### src/rtl/mio_bus_arbiter.sv
// ---------------------------------------------------------------------------
// mio_bus_arbiter
//   Shares the single MIO bus port between two masters, m0 (CPU) and
//   m1 (secondary master such as DMA or display fetch). Each master holds
//   a level request until it receives a one-cycle ack pulse. One access
//   runs at a time, and grants alternate round-robin when both masters
//   are waiting. Every access spends WAIT_CYCLES extra cycles on the bus
//   before read data is sampled.
//
// Ports
//   clk, rst            : clock (rising edge), asynchronous active-high reset
//   m0_req/we/addr/wdata: m0 request, direction, byte address, write data
//   m0_ack              : one-cycle completion pulse to m0
//   m1_req/we/addr/wdata: m1 request, direction, byte address, write data
//   m1_ack              : one-cycle completion pulse to m1
//   rdata               : read data of the last completed access
//   addr_bus, mem_w,
//   Cpu_data2bus        : registered address, write strobe and write data
//                         driven to the MIO bus decoder
//   Cpu_data4bus        : read data returned by the MIO bus decoder
//   busy                : high while an access is in progress
//   gnt_id              : owner of the current/last access (0 = m0, 1 = m1)
// ---------------------------------------------------------------------------
module mio_bus_arbiter #(
  parameter int WAIT_CYCLES = 1,
  parameter int CW          = 4
) (
  input  logic        clk,
  input  logic        rst,
  input  logic        m0_req,
  input  logic        m0_we,
  input  logic [31:0] m0_addr,
  input  logic [31:0] m0_wdata,
  output logic        m0_ack,
  input  logic        m1_req,
  input  logic        m1_we,
  input  logic [31:0] m1_addr,
  input  logic [31:0] m1_wdata,
  output logic        m1_ack,
  output logic [31:0] rdata,
  output logic [31:0] addr_bus,
  output logic        mem_w,
  output logic [31:0] Cpu_data2bus,
  input  logic [31:0] Cpu_data4bus,
  output logic        busy,
  output logic        gnt_id
);

  typedef enum logic {
    S_IDLE   = 1'b0,
    S_ACCESS = 1'b1
  } state_t;

  state_t          r_state,  w_state_next;
  logic [31:0]     r_addr,   w_addr_next;
  logic [31:0]     r_wdata,  w_wdata_next;
  logic [31:0]     r_rdata,  w_rdata_next;
  logic            r_mem_w,  w_mem_w_next;
  logic            r_m0_ack, w_m0_ack_next;
  logic            r_m1_ack, w_m1_ack_next;
  logic            r_gnt_id, w_gnt_id_next;
  logic            r_ptr,    w_ptr_next;
  logic [CW-1:0]   r_cnt,    w_cnt_next;

  logic            w_elig0;
  logic            w_elig1;
  logic            w_grant;
  logic            w_winner;

  // A master whose ack is still high has not had a chance to drop req yet;
  // treating it as ineligible prevents a spurious re-grant of the same access.
  assign w_elig0  = m0_req & ~r_m0_ack;
  assign w_elig1  = m1_req & ~r_m1_ack;
  assign w_grant  = w_elig0 | w_elig1;
  assign w_winner = (w_elig0 & w_elig1) ? r_ptr : w_elig1;

  always_ff @(posedge clk or posedge rst) begin
    if (rst) begin
      r_state  <= S_IDLE;
      r_addr   <= '0;
      r_wdata  <= '0;
      r_rdata  <= '0;
      r_mem_w  <= 1'b0;
      r_m0_ack <= 1'b0;
      r_m1_ack <= 1'b0;
      r_gnt_id <= 1'b0;
      r_ptr    <= 1'b0;
      r_cnt    <= '0;
    end else begin
      r_state  <= w_state_next;
      r_addr   <= w_addr_next;
      r_wdata  <= w_wdata_next;
      r_rdata  <= w_rdata_next;
      r_mem_w  <= w_mem_w_next;
      r_m0_ack <= w_m0_ack_next;
      r_m1_ack <= w_m1_ack_next;
      r_gnt_id <= w_gnt_id_next;
      r_ptr    <= w_ptr_next;
      r_cnt    <= w_cnt_next;
    end
  end

  always_comb begin
    w_state_next  = r_state;
    w_addr_next   = r_addr;
    w_wdata_next  = r_wdata;
    w_rdata_next  = r_rdata;
    // Strobe and acks are single-cycle pulses; they default low every cycle.
    w_mem_w_next  = 1'b0;
    w_m0_ack_next = 1'b0;
    w_m1_ack_next = 1'b0;
    w_gnt_id_next = r_gnt_id;
    w_ptr_next    = r_ptr;
    w_cnt_next    = r_cnt;

    case (r_state)
      S_IDLE: begin
        if (w_grant) begin
          w_state_next  = S_ACCESS;
          w_addr_next   = w_winner ? m1_addr  : m0_addr;
          w_wdata_next  = w_winner ? m1_wdata : m0_wdata;
          w_mem_w_next  = w_winner ? m1_we    : m0_we;
          w_gnt_id_next = w_winner;
          w_ptr_next    = ~w_winner;
          w_cnt_next    = CW'(WAIT_CYCLES);
        end else begin
          w_addr_next  = '0;
          w_wdata_next = '0;
        end
      end
      S_ACCESS: begin
        if (r_cnt != '0) begin
          w_cnt_next = r_cnt - 1'b1;
        end else begin
          // Read data is captured on writes too; the master simply ignores it.
          w_rdata_next  = Cpu_data4bus;
          w_m0_ack_next = ~r_gnt_id;
          w_m1_ack_next = r_gnt_id;
          w_addr_next   = '0;
          w_wdata_next  = '0;
          w_state_next  = S_IDLE;
        end
      end
      default: begin
        w_state_next = S_IDLE;
      end
    endcase
  end

  assign addr_bus     = r_addr;
  assign Cpu_data2bus = r_wdata;
  assign mem_w        = r_mem_w;
  assign rdata        = r_rdata;
  assign m0_ack       = r_m0_ack;
  assign m1_ack       = r_m1_ack;
  assign gnt_id       = r_gnt_id;
  assign busy         = (r_state == S_ACCESS);

endmodule

### config.mk
export PLATFORM = sky130hd
export DESIGN_NAME = mio_bus_arbiter
export DESIGN_NICKNAME = d
export VERILOG_FILES = /design/src/rtl/mio_bus_arbiter.sv
export SDC_FILE = /design/constraint.sdc
export NUM_CORES = 1
export LEC_CHECK = 0
export ABC_AREA = 0
export ABC_CLOCK_PERIOD_IN_PS = 9470
export CAP_MARGIN = 20
export CORE_MARGIN = 3
export CORE_UTILIZATION = 41
export CTS_CLUSTER_SIZE = 20
export DETAILED_ROUTE_END_ITERATION = 12
export GPL_TIMING_DRIVEN = 1
export PLACE_DENSITY = 0.84
export SYNTH_ARGS = -nofsm -noshare
export SYNTH_HDL_FRONTEND = slang
export SYNTH_SLANG_ARGS = --single-unit
### constraint.sdc
create_clock -name clk -period 9.47 [get_ports clk]
set_input_delay 2.841 -clock clk [delete_from_list [all_inputs] [get_ports clk]]
set_output_delay 2.841 -clock clk [all_outputs]
set_load 0.01 [all_outputs]
## Yosys cells after proc, flatten, opt, wreduce, memory -nomap -nowiden

Index checks and enable logic that the tools add are counted.

| cells by class | value |
|---|---|
| equal/unequal tests | 3 |
| $add $sub $neg | 1 |
| reductions and logical operators | 4 |
| mux-type cells | 21 |
| bitwise operators | 10 |

Operator list:

| operator | count |
|---|---|
| 2-to-1 mux 32 bit | 5 |
| case mux 32 bit (2 select lines) | 2 |
| 2-to-1 mux 1 bit | 10 |
| 2-to-1 mux 4 bit | 2 |
| case mux 4 bit (2 select lines) | 1 |
| inverter 1 bit | 6 |
| AND reduction 2 bit | 3 |
| != test 2 bit, second input constant | 2 |
| nonzero test 4 bit | 1 |
| subtractor 4 x 1 -> 4 bit, second input constant | 1 |
| bitwise AND 1 bit | 3 |
| != test 2 x 1 -> 1 bit, second input constant | 1 |
| case mux 1 bit (2 select lines) | 1 |
| OR 1 bit | 1 |

| word-level totals | value |
|---|---|
| logic and storage cells | 49 |
| input port bits | 166 |
| bits in registers | 106 |
| output and inout bits | 101 |

## Longest topological paths before layout

Gate-level depths: netlist of the first run.

| logic depth | value |
|---|---|
| word-level depth | 7 |
| gate-level depth with buffers | 8 |
| mapped depth without buffers | 6 |

## Worst setup path before layout of the first run

Ideal clock, no wire load.

| timing | value |
|---|---|
| path type | input port to flip-flop |
| start point | in m1_req |
| end point | reg r_wdata[10], in the netlist Cpu_data2bus[10] |
| path slack | 5.550 ns |
| setup time | 0.132 ns |
| arrival time | 3.788 ns |
| cell stages on the path | 7 |
| data required time | 9.338 ns |
| path through | nor2b_4 > a21bo_1 > buf_2 > buf_6 > buf_6 > mux2i_1 > o21ai_1 |

| on the way | value |
|---|---|
| longest elaborated chain between the ends | 6 |

Ends and longest elaborated chain:

| element | line | RTL |
|---|---|---|
| from (decl) | 35 | `input logic m1_req,` |
| bitwise AND 1 bit (*) | 73 | `assign w_elig1 = m1_req & ~r_m1_ack;` |
| bitwise AND 1 bit | 75 | `assign w_winner = (w_elig0 & w_elig1) ? r_ptr : w_elig1;` |
| 2-to-1 mux 1 bit | 75 |  |
| 2-to-1 mux 32 bit | 121 | `w_wdata_next = w_winner ? m1_wdata : m0_wdata;` |
| 2-to-1 mux 32 bit (*) | 118 | `if (w_grant) begin` |
| case mux 32 bit (2 select lines) (*) | 116 | `case (r_state)` |
| to (signal assigned) | 92 | `r_wdata <= w_wdata_next;` |
| to (decl) | 56 | `logic [31:0] r_wdata, w_wdata_next;` |

Mark *: on every way between the ends. The rest lies on a longest branch, timed or not.
A chain may end at the register's enable or synchronous reset.

## Final worst setup path of the first run

| timing | value |
|---|---|
| start point | in m0_req |
| end point | reg r_addr[13], in the netlist addr_bus[13] |

| on the way | value |
|---|---|
| longest elaborated chain between the ends | 6 |

Ends and longest elaborated chain:

| element | line | RTL |
|---|---|---|
| from (decl) | 30 | `input logic m0_req,` |
| bitwise AND 1 bit (*) | 72 | `assign w_elig0 = m0_req & ~r_m0_ack;` |
| bitwise AND 1 bit | 75 |  |
| 2-to-1 mux 1 bit | 75 |  |
| 2-to-1 mux 32 bit | 120 | `w_addr_next = w_winner ? m1_addr : m0_addr;` |
| 2-to-1 mux 32 bit (*) | 118 |  |
| case mux 32 bit (2 select lines) (*) | 116 |  |
| to (signal assigned) | 91 | `r_addr <= w_addr_next;` |
| to (decl) | 55 | `logic [31:0] r_addr, w_addr_next;` |

Marked as above.

==> metrics.txt, run 1 <==
# TYPE chip_impl_metric gauge
chip_impl_metric{name="post_synth_edffs",unit=""} 0
chip_impl_info{name="final_cell_mix",value="clkdlybuf4s50_1 (266), dfrtp_1 (106), nand2_1 (68)"} 1
chip_impl_metric{name="cp_data_required_time",unit="ps"} 9670
chip_impl_metric{name="syn_inst",unit=""} 386
chip_impl_metric{name="synth_sequential_area_ratio",unit=""} 0.5800
chip_impl_metric{name="grt.overflow.total",unit=""} 0
chip_impl_metric{name="floorplan.rows",unit=""} 37
chip_impl_info{name="most_common_cell_after_layout_fill_and_taps_aside",value="clkdlybuf4s50_1"} 1
chip_impl_metric{name="final_cell_area",unit="sq mm"} 0.007536
chip_impl_metric{name="maxCapViolations",unit=""} 0
chip_impl_metric{name="grt_start_max_net_pins",unit=""} 71
chip_impl_metric{name="drt_first_iter_violations",unit=""} 234
chip_impl_metric{name="synth_compound_gate_area_share",unit=""} 0.07743
chip_impl_metric{name="cts-buffers-inserted",unit=""} 9
chip_impl_metric{name="routed-via-count",unit=""} 3882
chip_impl_metric{name="design.portCount",unit=""} 267
chip_impl_metric{name="post_synth_and_or_nand_nor_area_fraction",unit=""} 0.07415
chip_impl_metric{name="finalMaxSlewViolations",unit=""} 0
chip_impl_metric{name="grt_usage",unit=""} 0.2202
chip_impl_metric{name="ctsHtreeMaxLevel",unit=""} 3
chip_impl_metric{name="power_density_normalized_to_cell_area",unit="mW/mm^2"} 278.6
chip_impl_info{name="yosys-top-cells-area",value="dfrtp_1 (58%), mux2i_1 (15%), mux2_2 (7.9%)"} 1
chip_impl_metric{name="yosys_register_bits",unit=""} 106
chip_impl_metric{name="worst_ir_drop_vdd",unit="V"} 0.0002026
chip_impl_info{name="ys_dominant_reg_cell",value="dfrtp_1"} 1
chip_impl_metric{name="timing.critical_path.fanout_max",unit=""} 43
chip_impl_info{name="setup_repair_after_global_routing_missed_its_margin",value="no"} 1
chip_impl_metric{name="wl",unit="mm"} 13.74
chip_impl_info{name="cts_tree",value="done"} 1
chip_impl_metric{name="floorplan.die_area",unit="sq mm"} 0.01246
chip_impl_metric{name="cp.arrival",unit="ps"} 5200
chip_impl_metric{name="slew-limit-headroom",unit=""} 0.4561
chip_impl_metric{name="initial_utilization",unit=""} 0.4314
chip_impl_metric{name="layout.nets",unit=""} 809
chip_impl_metric{name="avgRoutedWirePerCell",unit="um"} 17.58
chip_impl_metric{name="drtPass1Iterations",unit=""} 4
chip_impl_metric{name="final.period_utilization",unit=""} 0.5273
chip_impl_info{name="yosysTopAreaCell",value="dfrtp_1"} 1
chip_impl_metric{name="share_of_async_settable_or_async_resettable_flops_after_synthesis",unit=""} 1.000
chip_impl_metric{name="die_width",unit="um"} 111.6
chip_impl_metric{name="synth-adder-area-share",unit=""} 0.002736
chip_impl_metric{name="muxShareOfSynthArea",unit=""} 0.2279
chip_impl_metric{name="clockBufferDepth",unit=""} 2
chip_impl_metric{name="routabilityCongestion",unit=""} 0.9158
chip_impl_metric{name="setup_total_negative_slack",unit="ps"} 0
chip_impl_metric{name="syn-mean-instance-area",unit="sq um"} 11.85
chip_impl_metric{name="final_antenna_net_count",unit=""} 0
chip_impl_metric{name="finalSetupViolCount",unit=""} 0
chip_impl_metric{name="remaining_drc_errors",unit=""} 0
chip_impl_metric{name="dieHeight",unit="um"} 111.6
chip_impl_metric{name="placement.cell_area",unit="sq mm"} 0.007313
chip_impl_metric{name="grt_first_pass_wirelength",unit="mm"} 21.91
chip_impl_metric{name="clock_sink_count",unit=""} 106
chip_impl_metric{name="synth_nets",unit=""} 553
chip_impl_metric{name="synthDistinctLibCells",unit=""} 27
chip_impl_metric{name="synthToLayoutAreaGrowth",unit="%"} 64.79
chip_impl_metric{name="period_needed",unit="ps"} 4994
chip_impl_metric{name="hold_viol_final",unit=""} 0
chip_impl_metric{name="post-route-worst-setup-slack",unit="ps"} 4476
chip_impl_info{name="ctsRootBufferMaster",value="clkbuf_8"} 1
chip_impl_metric{name="synth_top_area_share",unit=""} 0.5800
chip_impl_metric{name="worstSkewPairLatency",unit="ps"} 360
chip_impl_metric{name="stdcell_count",unit=""} 782
chip_impl_info{name="cp_cell_sequence",value="clkdlybuf4s50_1 > nor2b_1 > a21bo_4 > buf_4 > mux2i_1 > o21ai_0"} 1
chip_impl_metric{name="cts.repair_timing.setup_buffer_count",unit=""} 0
chip_impl_metric{name="clk_transition_reported_paths",unit="ps"} 90
chip_impl_metric{name="place.detailed.hpwl",unit="mm"} 10.41
chip_impl_info{name="critical_path.slowest_cell",value="buf_4"} 1
chip_impl_metric{name="antennaDiodeCount",unit=""} 0
chip_impl_metric{name="max_stage_delay",unit="ps"} 680
chip_impl_metric{name="cts-resized-gates",unit=""} 0
chip_impl_metric{name="cts_hold_buf",unit=""} 0
chip_impl_metric{name="num-fill-cells",unit=""} 783
chip_impl_info{name="synth_top_family_by_area",value="multiplexers"} 1
chip_impl_metric{name="number_of_global_route_vias_before_repair",unit=""} 4175
chip_impl_metric{name="post_syn_area",unit="sq mm"} 0.004573
chip_impl_info{name="hold_class",value="reg2reg"} 1
chip_impl_metric{name="yosys_warnings",unit=""} 0
chip_impl_info{name="timing.critical_path.to_type",value="flop"} 1
chip_impl_info{name="critical_path_class",value="in2reg"} 1
chip_impl_metric{name="achievable-frequency",unit="GHz"} 0.2003
chip_impl_metric{name="leakage",unit="nW"} 3.349
chip_impl_metric{name="finalClockSkew",unit="ps"} 10.36
chip_impl_info{name="worst_path_dominant_cell_family",value="buffers and inverters"} 1
chip_impl_metric{name="detailedPlace.worstSlack",unit="ps"} 4072
chip_impl_metric{name="proportion_of_layout_cells_with_a_drive_suffix_above_1",unit=""} 0.09133
chip_impl_metric{name="placement.io_buffers",unit=""} 266
chip_impl_info{name="status",value="finished, final reports clean"} 1
chip_impl_metric{name="number_of_antenna_violations_at_the_first_check_in_global_routing",unit=""} 0
chip_impl_metric{name="p_total",unit="mW"} 2.100
chip_impl_metric{name="via_per_inst",unit=""} 4.964
chip_impl_metric{name="worstMarginPinSlew",unit="ps"} 815.9
chip_impl_metric{name="count_of_buffering_cells_on_the_critical_path_with_inverters_included",unit=""} 2
chip_impl_metric{name="dp_cells",unit=""} 767
chip_impl_metric{name="post_synth_xor_area_fraction",unit=""} 0
chip_impl_info{name="worst_setup_path_start_kind",value="input pin"} 1
chip_impl_metric{name="fp.coreArea",unit="sq mm"} 0.01060
[final cells by class]
| class | count | area (sq um) | share of cell area |
|---|---|---|---|
| well taps | 136 | 170.2 | 0.02258 |
| multi-input cells | 250 | 1773 | 0.2353 |
| clock inverters | 1 | 30.03 | 0.003985 |
| flip-flops and latches | 106 | 2653 | 0.3520 |
| inverters | 4 | 17.52 | 0.002324 |
| repair buffers | 271 | 2700 | 0.3583 |
| clock buffers | 14 | 192.7 | 0.02557 |
[flip-flops by register name (all words and copies together) (netlist names)]
register	cells
mem_w	1
rdata	32
gnt_id	1
busy	1
r_ptr	1
addr_bus	32
Cpu_data2bus	32
m0_ack	1
m1_ack	1
r_cnt	4
[power breakdown]
part | total [mW] | leakage [nW] | switching (mW) | internal [mW]
clock network | 0.304 | 0.115 | 0.147 | 0.157
logic | 1.04 | 1.91 | 0.466 | 0.573
registers | 0.757 | 1.32 | 0.108 | 0.649
total | 2.10 | 3.35 | 0.721 | 1.38
[routing by layer]
layer | up-vias | wire length [um] | global-route usage | share of wire
met4 | 0 | 334 | 0.06650 | 0.024
met3 | 21 | 1183 | 0.07283 | 0.086
met2 | 194 | 7003 | 0.3965 | 0.51
li1 | 1828 | - | - | -
met1 | 1839 | 5222 | 0.2480 | 0.38
met5 | - | 0 | 0 | 0
[stage by stage]
stage	hold WS, ps	util
floorplan	470.6	-
detailed placement	469.3	0.6898
global placement	459.2	0.6898
CTS	489.5	0.7108
finish	484.8	0.7108
global route	515.2	0.7108
[cells by family after synthesis]
logic type / Yosys count
compound gates: 69
fa+ha+maj: 1
buf+inv: 30
flops: 106
mux: 100
simple gates: 80
[final timing paths]
kind                                    from      endpoint  slack [ps]  cells after the start
worst max-delay path                  m0_req  addr_bus[13]        4480                      6
worst min-delay path            addr_bus[28]  addr_bus[28]         480                      2
worst max register to register        m0_ack  addr_bus[13]        7000                      5
worst min register to register  addr_bus[28]  addr_bus[28]         480                      2
max in group asynchronous                rst     rdata[20]        5380                      3
min in group asynchronous                rst     rdata[23]        2870                      2
[cell usage after synthesis (2+ instances only)]
library cell	n
o21ai_0	27
o21ai_1	38
nand2_1	68
buf_4	7
nor2_1	2
inv_1	4
buf_2	3
clkbuf_1	11
dfrtp_1	106
mux2i_1	67
buf_6	4
nor2b_1	3
mux2_2	32
[worst reg2reg max path, delay by kind of cell, from the launching register on]
| family | cells | cell delay, ps |
|---|---|---|
| DFF | 1 | 410 |
| buffers and inverters | 1 | 680 |
| and+or+nand+nor | 1 | 290 |
| AOI/OAI and AO/OA | 2 | 610 |
| muxes | 1 | 330 |
No activity file was read; power rests on OpenSTA's default activity.
==> run 2, diff against run 1 <==
--- a/config.mk
+++ b/config.mk
@@ -6,14 +6,14 @@
 export NUM_CORES = 1
 export LEC_CHECK = 0
 export ABC_AREA = 0
-export ABC_CLOCK_PERIOD_IN_PS = 9470
+export ABC_CLOCK_PERIOD_IN_PS = 4200
 export CAP_MARGIN = 20
 export CORE_MARGIN = 3
-export CORE_UTILIZATION = 41
+export CORE_UTILIZATION = 34
 export CTS_CLUSTER_SIZE = 20
 export DETAILED_ROUTE_END_ITERATION = 12
 export GPL_TIMING_DRIVEN = 1
-export PLACE_DENSITY = 0.84
+export PLACE_DENSITY = 0.74
 export SYNTH_ARGS = -nofsm -noshare
 export SYNTH_HDL_FRONTEND = slang
 export SYNTH_SLANG_ARGS = --single-unit
==> constraint.sdc (replaced) <==
create_clock -name clk -period 4.2 [get_ports clk]
set_input_delay 1.26 -clock clk [delete_from_list [all_inputs] [get_ports clk]]
set_output_delay 1.26 -clock clk [all_outputs]
set_load 0.01 [all_outputs]
==> metrics.txt, run 2 (synthesized netlist as in run 1, its figures left out) <==
# TYPE chip_impl_metric gauge
chip_impl_info{name="status",value="finished, final reports clean"} 1
chip_impl_metric{name="finalMaxSlewViolations",unit=""} 0
chip_impl_metric{name="max_stage_delay",unit="ps"} 470
chip_impl_metric{name="power_density_normalized_to_cell_area",unit="mW/mm^2"} 651.0
chip_impl_info{name="critical_path_class",value="in2reg"} 1
chip_impl_metric{name="worst_ir_drop_vdd",unit="V"} 0.0004173
chip_impl_info{name="setup_repair_after_global_routing_missed_its_margin",value="no"} 1
chip_impl_metric{name="power.switching_fraction",unit=""} 0.3325
chip_impl_metric{name="clk_transition_reported_paths",unit="ps"} 70
chip_impl_metric{name="p_total",unit="mW"} 5.042
chip_impl_metric{name="num-fill-cells",unit=""} 1083
chip_impl_metric{name="netSwitchingPower",unit="mW"} 1.676
chip_impl_metric{name="clock_power_share",unit=""} 0.193
chip_impl_metric{name="power.share.sequential",unit=""} 0.337
chip_impl_metric{name="final.period_utilization",unit=""} 0.6789
chip_impl_info{name="most_common_cell_after_layout_fill_and_taps_aside",value="clkdlybuf4s50_1"} 1
chip_impl_metric{name="hold_viol_final",unit=""} 0
chip_impl_metric{name="cts_hold_buf",unit=""} 0
chip_impl_metric{name="via_per_inst",unit=""} 4.686
chip_impl_metric{name="r2r_cells",unit=""} 7
chip_impl_info{name="hold_class",value="reg2reg"} 1
chip_impl_metric{name="worstMarginPinSlew",unit="ps"} 893.7
chip_impl_info{name="timing.critical_path.to_type",value="flop"} 1
chip_impl_metric{name="dr_wl_met3",unit="mm"} 1.222
chip_impl_metric{name="stdcell_count",unit=""} 819
chip_impl_metric{name="die_width",unit="um"} 122.0
chip_impl_info{name="critical_path.slowest_cell",value="clkdlybuf4s50_1"} 1
chip_impl_metric{name="drt_first_iter_violations",unit=""} 192
chip_impl_info{name="worst_setup_path_start_kind",value="input pin"} 1
chip_impl_metric{name="remaining_drc_errors",unit=""} 0
chip_impl_metric{name="p_int",unit="mW"} 3.365
chip_impl_metric{name="floorplan.die_area",unit="sq mm"} 0.01488
chip_impl_metric{name="fp.coreArea",unit="sq mm"} 0.01288
chip_impl_metric{name="grt_first_pass_wirelength",unit="mm"} 21.00
chip_impl_info{name="worst_hold_startpoint",value="addr_bus[3]"} 1
chip_impl_metric{name="grt_start_max_net_pins",unit=""} 68
chip_impl_metric{name="p_comb_frac",unit=""} 0.470
chip_impl_info{name="highest-signal-layer",value="met4"} 1
chip_impl_info{name="cts_tree",value="done"} 1
chip_impl_metric{name="period_needed",unit="ps"} 2852
chip_impl_metric{name="floorplan.rows",unit=""} 41
chip_impl_metric{name="grt.overflow.total",unit=""} 0
chip_impl_metric{name="antennaDiodeCount",unit=""} 0
chip_impl_metric{name="setup_total_negative_slack",unit="ps"} 0
chip_impl_metric{name="avgRoutedWirePerCell",unit="um"} 16.77
chip_impl_metric{name="initial_utilization",unit=""} 0.3552
chip_impl_metric{name="leakage",unit="nW"} 3.421
chip_impl_info{name="final_cell_mix",value="clkdlybuf4s50_1 (266), dfrtp_1 (106), nand2_1 (68)"} 1
chip_impl_info{name="cp_cell_sequence",value="clkdlybuf4s50_1 > nor2b_1 > a21bo_4 > buf_12 > mux2i_1 > o21ai_0"} 1
chip_impl_info{name="worst_r2r_endpoint",value="Cpu_data2bus[16]"} 1
chip_impl_metric{name="layout.nets",unit=""} 809
chip_impl_metric{name="finalClockSkew",unit="ps"} 6.149
chip_impl_metric{name="maxCapViolations",unit=""} 0
chip_impl_metric{name="proportion_of_layout_cells_with_a_drive_suffix_above_1",unit=""} 0.09274
chip_impl_metric{name="worst_hold_slack",unit="ps"} 480.9
chip_impl_metric{name="dp_cells",unit=""} 803
chip_impl_metric{name="routabilityCongestion",unit=""} 0.7589
chip_impl_info{name="regToRegStartpoint",value="r_cnt[0]"} 1
chip_impl_metric{name="number_of_antenna_violations_at_the_first_check_in_global_routing",unit=""} 0
chip_impl_metric{name="hold-path-cell-count",unit=""} 2
chip_impl_metric{name="clock_sink_count",unit=""} 106
chip_impl_metric{name="finalSetupViolCount",unit=""} 0
chip_impl_metric{name="clockBufferDepth",unit=""} 2
chip_impl_metric{name="routed-wl-met2",unit="mm"} 7.351
chip_impl_metric{name="dieHeight",unit="um"} 122.0
chip_impl_metric{name="final_antenna_net_count",unit=""} 0
chip_impl_metric{name="synthToLayoutAreaGrowth",unit="%"} 69.36
chip_impl_metric{name="design.portCount",unit=""} 267
chip_impl_metric{name="m1WireLength",unit="mm"} 4.889
chip_impl_metric{name="timing.critical_path.fanout_max",unit=""} 67
chip_impl_metric{name="routed-via-count",unit=""} 3838
chip_impl_metric{name="place.detailed.hpwl",unit="mm"} 10.35
chip_impl_metric{name="grt_usage",unit=""} 0.1818
chip_impl_info{name="min_delay_worst_endpoint",value="addr_bus[3]"} 1
chip_impl_metric{name="cts-buffers-inserted",unit=""} 9
chip_impl_metric{name="wl",unit="mm"} 13.74
chip_impl_metric{name="cts-resized-gates",unit=""} 0
chip_impl_metric{name="timing.reg2reg.setup_slack",unit="ps"} 1940
chip_impl_metric{name="ctsHtreeMaxLevel",unit=""} 3
chip_impl_metric{name="cp_data_required_time",unit="ps"} 4420
chip_impl_metric{name="number_of_global_route_vias_before_repair",unit=""} 4065
chip_impl_metric{name="achievable-frequency",unit="GHz"} 0.3507
chip_impl_metric{name="cp.arrival",unit="ps"} 3070
chip_impl_metric{name="slew-limit-headroom",unit=""} 0.4030
chip_impl_metric{name="worstSkewPairLatency",unit="ps"} 340
chip_impl_info{name="ctsRootBufferMaster",value="clkbuf_16"} 1
chip_impl_metric{name="drtPass1Iterations",unit=""} 4
chip_impl_metric{name="placement.io_buffers",unit=""} 266
chip_impl_metric{name="cts.repair_timing.setup_buffer_count",unit=""} 0
==> run 2: worst max-delay path by stage <==
stage,start,to,slack (ps),cells after the start
after global placement,m0_req,addr_bus[13],1080,6
final,m0_req,addr_bus[11],1350,6
after floorplan,rst,Cpu_data2bus[0],150,1
after global routing,m0_req,addr_bus[23],1270,6
after detailed placement,m0_req,Cpu_data2bus[26],1020,6
after CTS,m0_req,Cpu_data2bus[26],1390,6
==> run 2: worst max-delay path: cells and delay by family <==
kind	cells	cell delay [ps]
compound gates	2	290
buf+inv	2	770
mux	1	290
simple gates	1	310
==> run 2: per-stage QoR <==
step	area (sq um)	utilization	worst slack [ps]
after floorplan	4573	-	151.1
after global placement	7396	0.5744	1084
after detailed placement	7396	0.5744	1024
after CTS	7745	0.6015	1392
after global routing	7745	0.6015	1275
final	7745	0.6015	1348
==> run 2: layout make-up <==
cell class,count,area (sq um),area share
well taps,172,215.2,0.02779
multi-input cells,250,1773,0.2289
clock buffers,9,225.2,0.02908
flip-flops and latches,106,2653,0.3425
clock inverters,7,123.9,0.01599
repair buffers,271,2738,0.3535
inverters,4,17.52,0.002262
==> run 2: power by group through the flow <==
| stage | logic (mW) | registers [mW] | clock network [mW] |
|---|---|---|---|
| 6_report | 2.37 | 1.70 | 0.975 |
| 5_1_grt | 2.56 | 1.76 | 1.05 |
| 4_1_cts | 2.41 | 1.70 | 1.01 |
| 3_5_place_dp | 2.41 | 1.72 | 0 |
| 3_3_place_gp | 2.36 | 1.70 | 0 |
| 2_1_floorplan | 0.965 | 1.89 | 0 |
==> run 2: per-layer routing <==
metal  vias to the layer above  GRT usage
li1                       1831          -
met2                       152     0.3325
met1                      1838     0.1933
met3                        17    0.05292
met4                         0    0.07983
met5                         -          0
